==> src/rtl/dac_pkg.sv <==
// Shared types, frame constants and the sample conversion helper for the DAC SPI transmitter.
package dac_pkg;

    typedef enum logic [2:0] {
        IDLE,
        CS_SETUP,
        SHIFT,
        CS_HOLD,
        CS_GAP,
        LATCH
    } dac_state_t;

    localparam logic DAC_BUF    = 1'b1;
    localparam logic DAC_GA_N   = 1'b1;
    localparam logic DAC_SHDN_N = 1'b1;

    localparam int unsigned FRAME_BITS = 16;

    // Signed to offset binary: flip the sign bit, drop the 4 LSBs.
    function automatic logic [11:0] to_dac12(logic signed [15:0] s);
        return {~s[15], s[14:4]};
    endfunction

endpackage

==> src/rtl/dac_tick_gen.sv <==
// Baud tick generator: one-cycle tick every SclkDiv clocks, held cleared while clear_i is high.
module dac_tick_gen #(
    parameter int unsigned SclkDiv = 2
) (
    input  logic clk_i,
    input  logic rst_ni,
    input  logic clear_i,
    output logic tick_o
);

    localparam int unsigned CntW = (SclkDiv > 1) ? $clog2(SclkDiv) : 1;
    localparam logic [CntW-1:0] CntMax = CntW'(SclkDiv - 1);

    logic [CntW-1:0] cnt_q, cnt_d;

    assign tick_o = !clear_i && (cnt_q == CntMax);

    always_comb begin
        cnt_d = cnt_q + 1'b1;
        if (clear_i || tick_o) begin
            cnt_d = '0;
        end
    end

    always_ff @(posedge clk_i or negedge rst_ni) begin
        if (!rst_ni) begin
            cnt_q <= '0;
        end else begin
            cnt_q <= cnt_d;
        end
    end

endmodule

==> src/rtl/dac_spi_tx.sv <==
// SPI write stage for an MCP4922-class DAC with a one-deep pending sample buffer.
// Define DAC_LDAC_EN to add a LATCH state that pulses dac_ldac_n after each frame.
module dac_spi_tx
    import dac_pkg::*;
#(
    parameter int unsigned clock_max   = 25_000_000,
    parameter int unsigned SCLK_DIV    = 2,
    parameter logic        DAC_CHANNEL = 1'b0
) (
    input  logic        clk_25mhz,
    input  logic        reset,
    input  logic [15:0] audio_in,
    input  logic        data_ready,
    output logic        dac_sclk,
    output logic        dac_mosi,
    output logic        dac_cs_n,
    output logic        dac_ldac_n,
    output logic        busy,
    output logic        overrun
);

`ifdef DAC_LDAC_EN
    localparam dac_state_t LastSt   = LATCH;
    localparam logic       LdacIdle = 1'b1;
`else
    localparam dac_state_t LastSt   = CS_GAP;
    localparam logic       LdacIdle = 1'b0;
`endif

    localparam logic [3:0] CfgBits = {DAC_CHANNEL, DAC_BUF, DAC_GA_N, DAC_SHDN_N};

    dac_state_t  state_q, state_d;
    logic        phase_q, phase_d;
    logic [3:0]  bit_cnt_q, bit_cnt_d;
    logic [15:0] shreg_q, shreg_d;
    logic [11:0] pend_q, pend_d;
    logic        pend_valid_q, pend_valid_d;
    logic        overrun_q, overrun_d;
    logic        sclk_q, sclk_d;
    logic        mosi_q, mosi_d;
    logic        cs_n_q, cs_n_d;
    logic        ldac_n_q, ldac_n_d;
    logic        busy_q, busy_d;
    logic        tick, frame_end, cs_active;
    logic [3:0]  unused_lsb;

    assign unused_lsb = audio_in[3:0];

    dac_tick_gen #(
        .SclkDiv(SCLK_DIV)
    ) u_tick (
        .clk_i  (clk_25mhz),
        .rst_ni (reset),
        .clear_i(state_q == IDLE),
        .tick_o (tick)
    );

    always_comb begin
        state_d      = state_q;
        phase_d      = phase_q;
        bit_cnt_d    = bit_cnt_q;
        shreg_d      = shreg_q;
        pend_d       = pend_q;
        pend_valid_d = pend_valid_q;
        overrun_d    = 1'b0;
        frame_end    = tick && (state_q == LastSt);

        if (tick) begin
            case (state_q)
                CS_SETUP: begin
                    state_d   = SHIFT;
                    phase_d   = 1'b1;
                    bit_cnt_d = 4'(FRAME_BITS - 1);
                end
                SHIFT: begin
                    // Data advances on the falling SCLK edge; the DAC samples on the rising one.
                    if (phase_q) begin
                        phase_d = 1'b0;
                        shreg_d = {shreg_q[14:0], 1'b0};
                    end else if (bit_cnt_q == 4'd0) begin
                        state_d = CS_HOLD;
                    end else begin
                        bit_cnt_d = bit_cnt_q - 4'd1;
                        phase_d   = 1'b1;
                    end
                end
                CS_HOLD: state_d = CS_GAP;
                CS_GAP:  state_d = (LastSt == CS_GAP) ? IDLE : LATCH;
                LATCH:   state_d = IDLE;
                default: state_d = IDLE;
            endcase
        end

        if (frame_end) begin
            if (data_ready) begin
                state_d      = CS_SETUP;
                shreg_d      = {CfgBits, to_dac12(audio_in)};
                overrun_d    = pend_valid_q;
                pend_valid_d = 1'b0;
            end else if (pend_valid_q) begin
                state_d      = CS_SETUP;
                shreg_d      = {CfgBits, pend_q};
                pend_valid_d = 1'b0;
            end
        end else if (data_ready) begin
            if (state_q == IDLE) begin
                state_d = CS_SETUP;
                shreg_d = {CfgBits, to_dac12(audio_in)};
            end else begin
                pend_d       = to_dac12(audio_in);
                pend_valid_d = 1'b1;
                overrun_d    = pend_valid_q;
            end
        end

        // Outputs are registered from next-state values so they align with state_q.
        cs_active = (state_d == CS_SETUP) || (state_d == SHIFT) || (state_d == CS_HOLD);
        cs_n_d    = !cs_active;
        sclk_d    = (state_d == SHIFT) && phase_d;
        mosi_d    = cs_active && shreg_d[15];
        ldac_n_d  = (state_d == LATCH) ? 1'b0 : LdacIdle;
        busy_d    = (state_d != IDLE) || pend_valid_d;
    end

    always_ff @(posedge clk_25mhz or negedge reset) begin
        if (!reset) begin
            state_q      <= IDLE;
            phase_q      <= 1'b0;
            bit_cnt_q    <= '0;
            shreg_q      <= '0;
            pend_q       <= '0;
            pend_valid_q <= 1'b0;
            overrun_q    <= 1'b0;
            sclk_q       <= 1'b0;
            mosi_q       <= 1'b0;
            cs_n_q       <= 1'b1;
            ldac_n_q     <= LdacIdle;
            busy_q       <= 1'b0;
        end else begin
            state_q      <= state_d;
            phase_q      <= phase_d;
            bit_cnt_q    <= bit_cnt_d;
            shreg_q      <= shreg_d;
            pend_q       <= pend_d;
            pend_valid_q <= pend_valid_d;
            overrun_q    <= overrun_d;
            sclk_q       <= sclk_d;
            mosi_q       <= mosi_d;
            cs_n_q       <= cs_n_d;
            ldac_n_q     <= ldac_n_d;
            busy_q       <= busy_d;
        end
    end

    // MCP4922 SCLK limit is 20 MHz.
    always_ff @(posedge clk_25mhz) begin
        assert (SCLK_DIV >= 1 && clock_max / (2 * SCLK_DIV) <= 20_000_000);
    end

    assign dac_sclk   = sclk_q;
    assign dac_mosi   = mosi_q;
    assign dac_cs_n   = cs_n_q;
    assign dac_ldac_n = ldac_n_q;
    assign busy       = busy_q;
    assign overrun    = overrun_q;

endmodule
==> config.mk <==
export PLATFORM = sky130hd
export DESIGN_NAME = dac_spi_tx
export DESIGN_NICKNAME = d
export VERILOG_FILES = /design/src/rtl/dac_pkg.sv /design/src/rtl/dac_tick_gen.sv /design/src/rtl/dac_spi_tx.sv
export SDC_FILE = /design/constraint.sdc
export NUM_CORES = 1
export LEC_CHECK = 0
export ABC_AREA = 1
export BUFFER_PORTS_ARGS = -buffer_cell sky130_fd_sc_hd__buf_2
export CAP_MARGIN = 40
export CELL_PAD_IN_SITES_DETAIL_PLACEMENT = 1
export CELL_PAD_IN_SITES_GLOBAL_PLACEMENT = 1
export CORE_UTILIZATION = 43
export DETAILED_ROUTE_END_ITERATION = 16
export PLACE_DENSITY = 0.75
export SYNTH_ARGS = -nofsm -noshare
export SYNTH_HDL_FRONTEND = slang
export SYNTH_SLANG_ARGS = --single-unit
==> constraint.sdc <==
create_clock -name clk_25mhz -period 1.5 [get_ports clk_25mhz]
set_input_delay 0.15 -clock clk_25mhz [delete_from_list [all_inputs] [get_ports clk_25mhz]]
set_output_delay 0.15 -clock clk_25mhz [all_outputs]
set_load 0.005 [all_outputs]
==> results.tsv, run 1 <==
stage	metric	value	unit
power	Static Leak	0.00132	uW
worst_setup_path	flop2flop setup slack	0.05	ns
yosys	top_reg_cell synth	dfrtp_1	
cts	CTS Buf Count	5	
timing	fin. max-slew vios	0	
yosys	Yosys reg bits	43	
global_route	met1 usage	26.4	%
drt	Starting DRT DRC Count	69	
cts	CTS tree	done	
min_path	hold worst-path end	pend_q[11]$_DFFE_PN0P_	
yosys	async set-or-reset flop fraction in the synthesized netlist	100	%
worst_setup_path	FF-to-FF End	shreg_q[9]$_DFF_PN0_	
timing	hold slack	0.0302	ns
worst_setup_path	Setup CP Type	reg -> reg	
timing	Total Neg Setup Slack	0	ns
die	Starting Density	44.9	%
outcome	status	completed	
global_route	gr busiest metal	met2	
global_route	GRT Util Overall	19.3	%
timing	Fin. Hold Viols	0	
worst_setup_path	element type at the critical path start	flop	
flow_run	Max-Cap Viols	0	
worst_setup_path	Worst Setup SP	state_q[2]$_DFF_PN0_	
die	die area	0.00526	mm2
worst_setup_path	crit end category	flop	
worst_setup_path	critical path peak fanout	10	
drt	Vias/cell	4.97	
cells_and_area	Total Nets Final	286	
yosys	Synth cell types	34	
place	# port buffers	19	
cts	htree depth	2	
cells_and_area	fraction of layout cells with a size suffix above 1	30.3	%
global_route	global-route met2 utilization	30.6	%
cts	clk root buf	clkbuf_8	
yosys	Post-Synthesis Net Count	251	
min_path	Hold Path Class	in -> reg	
yosys	number of enable flip-flop cells after synthesis	0	
worst_setup_path	worst path required time	1.69	ns
cts	clock sink count	43	
timing	Clock Skew	0.00877	ns
worst_setup_path	Worst EP arrival	1.63	ns
die	row count	25	
global_route	number of antenna violations at the first check in global routing	0	
power	pwr dens	815	mW/mm2
cts	Reg clk slew, reported paths	0.09	ns
timing	final worst slack	0.0543	ns
yosys	Post-Syn Area per Cell	9.25	um2
drt	drt pass-1 iters	4	
cells_and_area	Filler Cells Inserted	577	
global_route	total gr overflow	0	
drt	Vias	1661	
yosys	post-synthesis cell count	231	
drt	DRC Markers	0	
timing	final setup violation count	0	
global_route	grt met3 use	4.58	%
timing	fmax	0.692	GHz
die	Die X	72.5	um
cells_and_area	antenna cells	0	
die	Die Span Y	72.5	um
timing	unrepaired setup endpoints after global routing	yes	
cells_and_area	final cell count without fillers	334	
min_path	Hold Path Origin	audio_in[15]	
drt	Wirelength per Cell	14.3	um
drt	Antenna Nets Post-Route	0	
worst_setup_path	Crit Reg-Reg Startpoint	state_q[2]$_DFF_PN0_	
global_route	largest net degree at the start of global routing	30	
cells_and_area	Layout area overhead	20.4	%
timing	Period minus WS final	1.45	ns
cts	clk buf depth	2	
global_route	vias in the first global route	1612	
drt	drt total wl	4760	um
worst_setup_path	reg2reg path depth	6	
yosys	Synth Cell Area	0.00214	mm2
yosys	yosys warns	0	
min_path	Hold Crit Depth	2	
place	Post-DP HPWL	3260	um
yosys	Seq/Total Area, Yosys	50.4	%
die	io pins	25	
place	pre-CTS WS	-0.0468	ns
global_route	first-pass GRT wire length	7650	um
place	GPL Wtd Cong	0.800	
die	Core Box Area	0.00475	mm2
cts	Worst-Skew Late Latency	0.30	ns
timing	final period utilization	96.4	%
power	Max VDD drop	0.519	mV
place	Cells after DPL	319	
[kinds of logic (layout without fill, tap and decap cells)]
group / Yosys count / in the layout / share of synthesized area, %
and+or+nand+nor: 89 / 90 / 19.9
AOI/OAI and AO/OA: 47 / 47 / 13.7
DFF: 43 / 43 / 50.4
buffers and inverters: 39 / 74 / 8.49
muxes: 10 / 10 / 6.32
adders and majority gates: 1 / 1 / 0.585
other: 1 / 1 / 0.175
xor gates and xnor gates: 1 / 1 / 0.410
[final cells by class]
type	instances	area, um2	area share [%]
multi-input combinational	150	962	37.4
sequential	43	1080	42.0
clock buffer	5	68.8	2.68
inverter	32	123	4.77
timing repair buffer	34	235	9.14
clock inverter	3	20.0	0.778
tap	67	83.8	3.26
[metrics by stage]
stage               util, %  area (um2)  total power, uW
finish                 54.1        2570             2100
global route           54.1        2570             2180
CTS                    51.6        2450             2120
detailed placement     49.4        2350             1370
global placement       49.4        2350             1360
floorplan                 -        2140             1300
[cells in the final DEF (no fill, tap or decap), types with 2 or more instances in the layout]
cell / instances
a21oi_1: 11
a21oi_2: 2
a32oi_1: 10
buf_12: 2
buf_2: 19
buf_4: 12
clkbuf_8: 5
clkinvlp_4: 2
dfrtp_1: 40
dfrtp_2: 2
inv_1: 25
inv_2: 5
mux2_1: 4
mux2_4: 6
nand2_1: 45
nand2_2: 3
nand2_4: 3
nand3_1: 8
nand3_2: 2
nand3_4: 2
nand4_1: 2
nor2_1: 12
nor2_2: 3
nor2_4: 3
nor3_1: 2
o21ai_0: 2
o21ai_1: 19
[synthesized netlist by cell type (2+ instances only)]
| library cell | instances | share of area, % |
|---|---|---|
| nand2_1 | 47 | 8.3 |
| dfrtp_1 | 42 | 49 |
| inv_1 | 27 | 4.7 |
| o21ai_1 | 20 | 4.7 |
| nor2_1 | 14 | 2.5 |
| a21oi_1 | 11 | 2.6 |
| nand3_1 | 11 | 2.6 |
| a32oi_1 | 10 | 4.1 |
| mux2_4 | 6 | 4.2 |
| buf_6 | 4 | 2.1 |
| inv_2 | 4 | 0.70 |
| mux2_1 | 4 | 2.1 |
| nand2_2 | 3 | 0.88 |
| nor2_4 | 3 | 1.6 |
| nor3_1 | 3 | 0.70 |
| a21oi_2 | 2 | 0.82 |
| nand4_1 | 2 | 0.59 |
| o21ai_0 | 2 | 0.47 |
[flip-flops by register name, summed over array words and instances, names as in the netlist]
signal	flops
dac_sclk	1
shreg_q	16
bit_cnt_q	4
overrun	1
state_q	3
dac_cs_n	1
u_tick.cnt_q	1
pend_q	12
phase_q	1
busy	1
dac_mosi	1
pend_valid_q	1
[how the worst max path moves through the flow]
stage	endpoint	slack, ns
6_report	shreg_q[9]$_DFF_PN0_	0.05
5_1_grt	shreg_q[9]$_DFF_PN0_	-0.05
4_1_cts	bit_cnt_q[2]$_DFFE_PN0P_	0.01
3_5_place_dp	bit_cnt_q[2]$_DFFE_PN0P_	-0.05
3_3_place_gp	dac_mosi$_DFF_PN0_	0.02
2_1_floorplan	pend_q[10]$_DFFE_PN0P_	0.12
[routing by layer]
layer	share of wire (%)	routed length, um
met1	49	2320
met4	1.2	57
met5	0	0
met2	47	2240
met3	3.0	143
[worst max-delay path, stage by stage (launching register included)]
cell and delay, ns:
dfrtp_1 0.44, inv_4 0.10, o21ai_4 0.24, nor2_2 0.08
buf_12 0.14, a32oi_1 0.25, nand2_1 0.09
[what timing repair did]
action | in CTS | in global routing
pin swaps | 0 | 4
buffers inserted | 0 | 5
hold endpoints to repair | 14 | 0
gates cloned | 0 | 1
hold buffers | 1 | 0
setup endpoints to repair | 5 | 34
gates resized for setup | 2 | 19
[power by group]
part	leakage [uW]	internal (uW)	switching [uW]
Combinational	0.000739	63.3	69.9
Clock	0.0000402	324	422
Sequential	0.000541	1200	21.5
Total	0.00132	1580	513
Note: power is estimated with default switching activity, not from simulation.
==> run 2, diff against run 1 <==
CELL_PAD_IN_SITES_DETAIL_PLACEMENT = unset   (was 1)
CELL_PAD_IN_SITES_GLOBAL_PLACEMENT = unset   (was 1)
PLACE_DENSITY = 0.6   (was 0.75)
==> results.tsv, run 2 (synthesized netlist as in run 1, its figures left out) <==
stage	metric	value	unit
outcome	status	completed	
cts	clock sink count	43	
timing	Clock Skew	0.00789	ns
die	Core Box Area	0.00475	mm2
cells_and_area	Design Area, Final	0.00252	mm2
timing	final setup violation count	0	
global_route	largest net degree at the start of global routing	30	
drt	DRC Markers	0	
timing	Period minus WS final	1.41	ns
die	io pins	25	
drt	met1 WL	1990	um
place	Post-DP HPWL	2750	um
cts	CTS Buf Count	5	
power	sequential group share of total power	53.5	%
cells_and_area	Top reg by flops	shreg_q	
drt	Wirelength per Cell	12.1	um
worst_setup_path	crit end category	flop	
drt	Vias/cell	4.91	
timing	fin. max-slew vios	0	
power	internal power	1800	uW
die	die area	0.00526	mm2
cells_and_area	Largest register FFs	16	
drt	met3 WL	143	um
global_route	total gr overflow	0	
timing	final period utilization	93.8	%
place	# port buffers	19	
drt	met2 WL	1780	um
drt	DR top layer	met4	
timing	Fin. Hold Viols	0	
worst_setup_path	Worst EP arrival	1.63	ns
drt	drt total wl	3970	um
global_route	first-pass GRT wire length	6640	um
cells_and_area	antenna cells	0	
drt	Vias	1606	
cells_and_area	most common cell after layout, fill and taps aside	nand2_1	
global_route	GRT Util Overall	16.7	%
min_path	Hold Path Class	in -> reg	
cells_and_area	Layout area overhead	18.1	%
drt	drt pass-1 iters	4	
die	Die Span Y	72.5	um
cts	CTS tree	done	
cells_and_area	fraction of layout cells with a size suffix above 1	27.3	%
power	total power	2270	uW
power	Static Leak	0.00129	uW
global_route	vias in the first global route	1447	
cts	htree depth	2	
cells_and_area	fin util	53.1	%
worst_setup_path	Setup CP Type	reg -> reg	
cts	clk buf depth	2	
power	part of the power in the clock network	40.8	%
die	Die X	72.5	um
power	Sw Pwr	474	uW
cts	Worst-Skew Late Latency	0.30	ns
worst_setup_path	critical path peak fanout	12	
cells_and_area	Total Nets Final	279	
power	Max VDD drop	0.504	mV
cells_and_area	most frequent cells in the layout	45 x nand2_1, 39 x dfrtp_1, 27 x inv_1, 19 x buf_2, 18 x o21ai_1	
drt	Starting DRT DRC Count	81	
worst_setup_path	element type at the critical path start	flop	
worst_setup_path	critical path's largest stage delay	0.44	ns
place	Placement Cell Area	0.00232	mm2
drt	Antenna Nets Post-Route	0	
flow_run	Max-Cap Viols	0	
cts	Reg clk slew, reported paths	0.08	ns
power	Comb pwr share	5.7	%
power	Switching Fraction	20.9	%
die	row count	25	
worst_setup_path	CP Cell Sequence	buf_4 -> nand4_2 -> nor2_4 -> or2_2 -> nand2_1 -> nor2_1	
cts	clk root buf	clkbuf_8	
worst_setup_path	CP max stage cell	dfrtp_2	
cells_and_area	top flop regs	shreg_q: 16 flops, pend_q: 12 flops, bit_cnt_q: 4 flops	
worst_setup_path	worst path required time	1.72	ns
place	GPL Wtd Cong	0.796	
power	pwr dens	900	mW/mm2
timing	unrepaired setup endpoints after global routing	yes	
global_route	number of antenna violations at the first check in global routing	0	
die	Starting Density	44.9	%
timing	fmax	0.711	GHz
## run 2: changes by cell type in the layout (fill, tap and decap cells not counted), moves of 2 or more
| cell | previous run | this run |
|---|---|---|
| buf_4 | 12 | 6 |
| clkinvlp_4 | 2 | 0 |
| inv_1 | 25 | 27 |
| inv_2 | 5 | 3 |
| nand3_1 | 8 | 10 |
## run 2: metal layers
metal	track usage, %	vias to the layer above
met3	4.17	6
met1	23.5	755
li1	-	817
met5	0	-
met2	24.4	28
met4	7.19	0
## run 2: power groups by stage
stage	registers [uW]	clock network, uW	logic (uW)
after CTS	1210	960	130
after floorplan	1230	0	68.1
after global placement	1240	0	126
after detailed placement	1240	0	127
final	1220	928	130
after global routing	1220	998	145
## run 2: per-stage QoR
stage	TNS [ns]	setup slack [ns]	instances	hold slack (ns)
2_1_floorplan	0	0.125	231	-0.146
3_3_place_gp	0	0.0479	315	0.0878
3_5_place_dp	0	0.0271	315	0.0879
4_1_cts	0	0.00123	324	0.0305
5_1_grt	-0.0614	-0.0187	327	0.0299
6_report	0	0.0926	327	0.0416
## run 2: area by class of cell
| type | count | area [um2] |
|---|---|---|
| Inverter | 32 | 123 |
| Multi-Input combinational cell | 149 | 930 |
| Sequential cell | 43 | 1080 |
| Fill cell | 472 | 2230 |
| Tap cell | 67 | 83.8 |
| Clock inverter | 2 | 35.0 |
| Timing Repair Buffer | 28 | 190 |
| Clock buffer | 6 | 82.6 |
## run 2: worst max-delay path: cells and delay by family, from the launching register on
| family | cells | cell delay [ns] |
|---|---|---|
| flip-flops | 1 | 0.44 |
| AND/OR/NAND/NOR | 5 | 0.74 |
| buffers and inverters | 1 | 0.15 |
## run 2: path summary, 6_finish.rpt
kind,from,end,slack (ns),depth (start not counted)
worst max register to register,u_tick.cnt_q$_DFF_PN0_,dac_mosi$_DFF_PN0_,0.09,6
worst min register to register,shreg_q[12]$_DFF_PN0_,shreg_q[12]$_DFF_PN0_,0.48,2
worst min-delay path,audio_in[15],pend_q[11]$_DFFE_PN0P_,0.04,2
max in group asynchronous,reset,dac_cs_n$_DFF_PN1_,0.67,3
min in group asynchronous,reset,busy$_DFF_PN0_,0.29,2
worst max-delay path,u_tick.cnt_q$_DFF_PN0_,dac_mosi$_DFF_PN0_,0.09,6
## run 2: what timing repair did
| item | 4_1_cts | 5_1_grt |
|---|---|---|
| gates resized for setup | 0 | 16 |
| buffers inserted | 0 | 3 |
| endpoints found under the setup margin | 0 | 34 |
| hold buffers | 1 | 0 |
| hold endpoints to repair | 14 | 0 |
==> run 3, diff against run 2 <==
PLACE_DENSITY = unset   (was 0.6)
SKIP_LAST_GASP = 1   (was unset)
==> results.tsv, run 3 (synthesized netlist as in run 1, its figures left out) <==
stage	metric	value	unit
worst_setup_path	CP max stage cell	dfrtp_2	
power	Max VDD drop	0.504	mV
cells_and_area	Top reg by flops	shreg_q	
flow_run	Max-Cap Viols	0	
outcome	status	completed	
cells_and_area	Largest register FFs	16	
min_path	Hold Path Class	in -> reg	
global_route	vias in the first global route	1447	
place	# port buffers	19	
worst_setup_path	flop2flop setup slack	0.07	ns
timing	final period utilization	95.5	%
worst_setup_path	CP Cell Sequence	nor2_4 -> nand3_1 -> nand3_1 -> nor2_4 -> nand2_1 -> nand2_1 -> nor2_1	
die	Die Span Y	72.5	um
timing	fin. max-slew vios	0	
worst_setup_path	reg2reg path depth	7	
min_path	Hold Path Origin	audio_in[15]	
timing	final setup violation count	0	
timing	Clock Skew	0.00867	ns
drt	Vias/cell	4.92	
global_route	grt met3 use	4.17	%
timing	unrepaired setup endpoints after global routing	yes	
cells_and_area	final cell count without fillers	327	
global_route	number of antenna violations at the first check in global routing	0	
power	Static Leak	0.00129	uW
die	die area	0.00526	mm2
global_route	GRT Util Overall	16.7	%
drt	Wirelength per Cell	12.2	um
cells_and_area	most frequent cells in the layout	45 x nand2_1, 39 x dfrtp_1, 27 x inv_1, 19 x buf_2, 18 x o21ai_1	
cts	CTS Buf Count	5	
cts	clk root buf	clkbuf_8	
die	io pins	25	
die	Die X	72.5	um
cells_and_area	top flop regs	shreg_q: 16 flops, pend_q: 12 flops, bit_cnt_q: 4 flops	
worst_setup_path	Buf/Inv on CP	0	
global_route	largest net degree at the start of global routing	30	
worst_setup_path	critical path's largest stage delay	0.46	ns
cells_and_area	Layout area overhead	17.9	%
drt	Starting DRT DRC Count	81	
worst_setup_path	FF-to-FF End	dac_mosi$_DFF_PN0_	
die	row count	25	
worst_setup_path	Setup CP Type	reg -> reg	
global_route	total gr overflow	0	
drt	Antenna Nets Post-Route	0	
min_path	Hold Crit Depth	2	
worst_setup_path	cell family with most CP delay	simple AND/OR/NAND/NOR gates	
timing	Period minus WS final	1.43	ns
die	Starting Density	44.9	%
place	Cells after DPL	315	
drt	DRC Markers	0	
cts	Worst-Skew Late Latency	0.30	ns
timing	Fin. Hold Viols	0	
cts	htree depth	2	
global_route	gr busiest metal	met2	
global_route	first-pass GRT wire length	6640	um
worst_setup_path	critical path peak fanout	5	
cts	Reg clk slew, reported paths	0.08	ns
power	pwr dens	901	mW/mm2
drt	drt total wl	3990	um
global_route	global-route met2 utilization	24.4	%
cts	clock sink count	43	
place	GPL Wtd Cong	0.796	
worst_setup_path	element type at the critical path start	flop	
cells_and_area	Total Nets Final	279	
timing	hold slack	0.0422	ns
drt	drt pass-1 iters	4	
drt	Vias	1608	
worst_setup_path	crit end category	flop	
cells_and_area	most common cell after layout, fill and taps aside	nand2_1	
cts	clk buf depth	2	
worst_setup_path	Worst EP arrival	1.65	ns
timing	fmax	0.698	GHz
cells_and_area	fraction of layout cells with a size suffix above 1	26.9	%
place	Post-DP HPWL	2750	um
cts	CTS tree	done	
worst_setup_path	worst path required time	1.72	ns
worst_setup_path	Crit Reg-Reg Startpoint	state_q[0]$_DFF_PN0_	
global_route	met1 usage	23.5	%
die	Core Box Area	0.00475	mm2
cells_and_area	Filler Cells Inserted	475	
cells_and_area	antenna cells	0	
min_path	hold worst-path end	pend_q[11]$_DFFE_PN0P_	
run 3: how the worst max path moves through the flow:
stage / startpoint / end / slack, ns / depth (start not counted)
floorplan: state_q[1]$_DFF_PN0_ / pend_q[10]$_DFFE_PN0P_ / 0.12 / 5
global placement: state_q[1]$_DFF_PN0_ / dac_mosi$_DFF_PN0_ / 0.05 / 8
detailed placement: state_q[1]$_DFF_PN0_ / shreg_q[7]$_DFF_PN0_ / 0.03 / 6
CTS: bit_cnt_q[0]$_DFFE_PN0P_ / bit_cnt_q[2]$_DFFE_PN0P_ / 0.001 / 8
global route: state_q[0]$_DFF_PN0_ / dac_mosi$_DFF_PN0_ / -0.03 / 7
finish: state_q[0]$_DFF_PN0_ / dac_mosi$_DFF_PN0_ / 0.07 / 7
run 3: where the power goes:
group	switching, uW	total (uW)	internal (uW)
Clock	388	926	539
Sequential	18.5	1220	1200
Combinational	66.5	130	63.3
run 3: layout make-up:
| cell class | instances | area [um2] | share of cell area [%] |
|---|---|---|---|
| flip-flops and latches | 43 | 1080 | 42.9 |
| multi-input cells | 149 | 925 | 36.7 |
| repair buffers | 28 | 190 | 7.55 |
| inverters | 32 | 123 | 4.87 |
| well taps | 67 | 83.8 | 3.33 |
| clock buffers | 6 | 82.6 | 3.28 |
| clock inverters | 2 | 35.0 | 1.39 |
run 3: per-layer routing:
layer  routed length [um]  up-vias
met4                   77        0
met3                  152        8
li1                     -      819
met1                 2000      754
met2                 1760       27
met5                    0        -
run 3: what timing repair did:
item / in CTS / in global routing
buffers inserted: 0 / 3
endpoints found under the hold margin: 14 / 0
hold buffers: 1 / 0
setup endpoints to repair: 0 / 34
gates resized for setup: 0 / 15
run 3: per-stage QoR:
step	cell area (um2)	worst slack [ns]	utilization, %	TNS (ns)	power [uW]
after floorplan	2140	0.125	-	0	1300
after global placement	2320	0.0479	48.7	0	1360
after detailed placement	2320	0.0271	48.7	0	1360
after CTS	2440	0.00123	51.4	0	2300
after global routing	2520	-0.0270	53.0	-0.0746	2360
final	2520	0.0675	53.0	0	2270
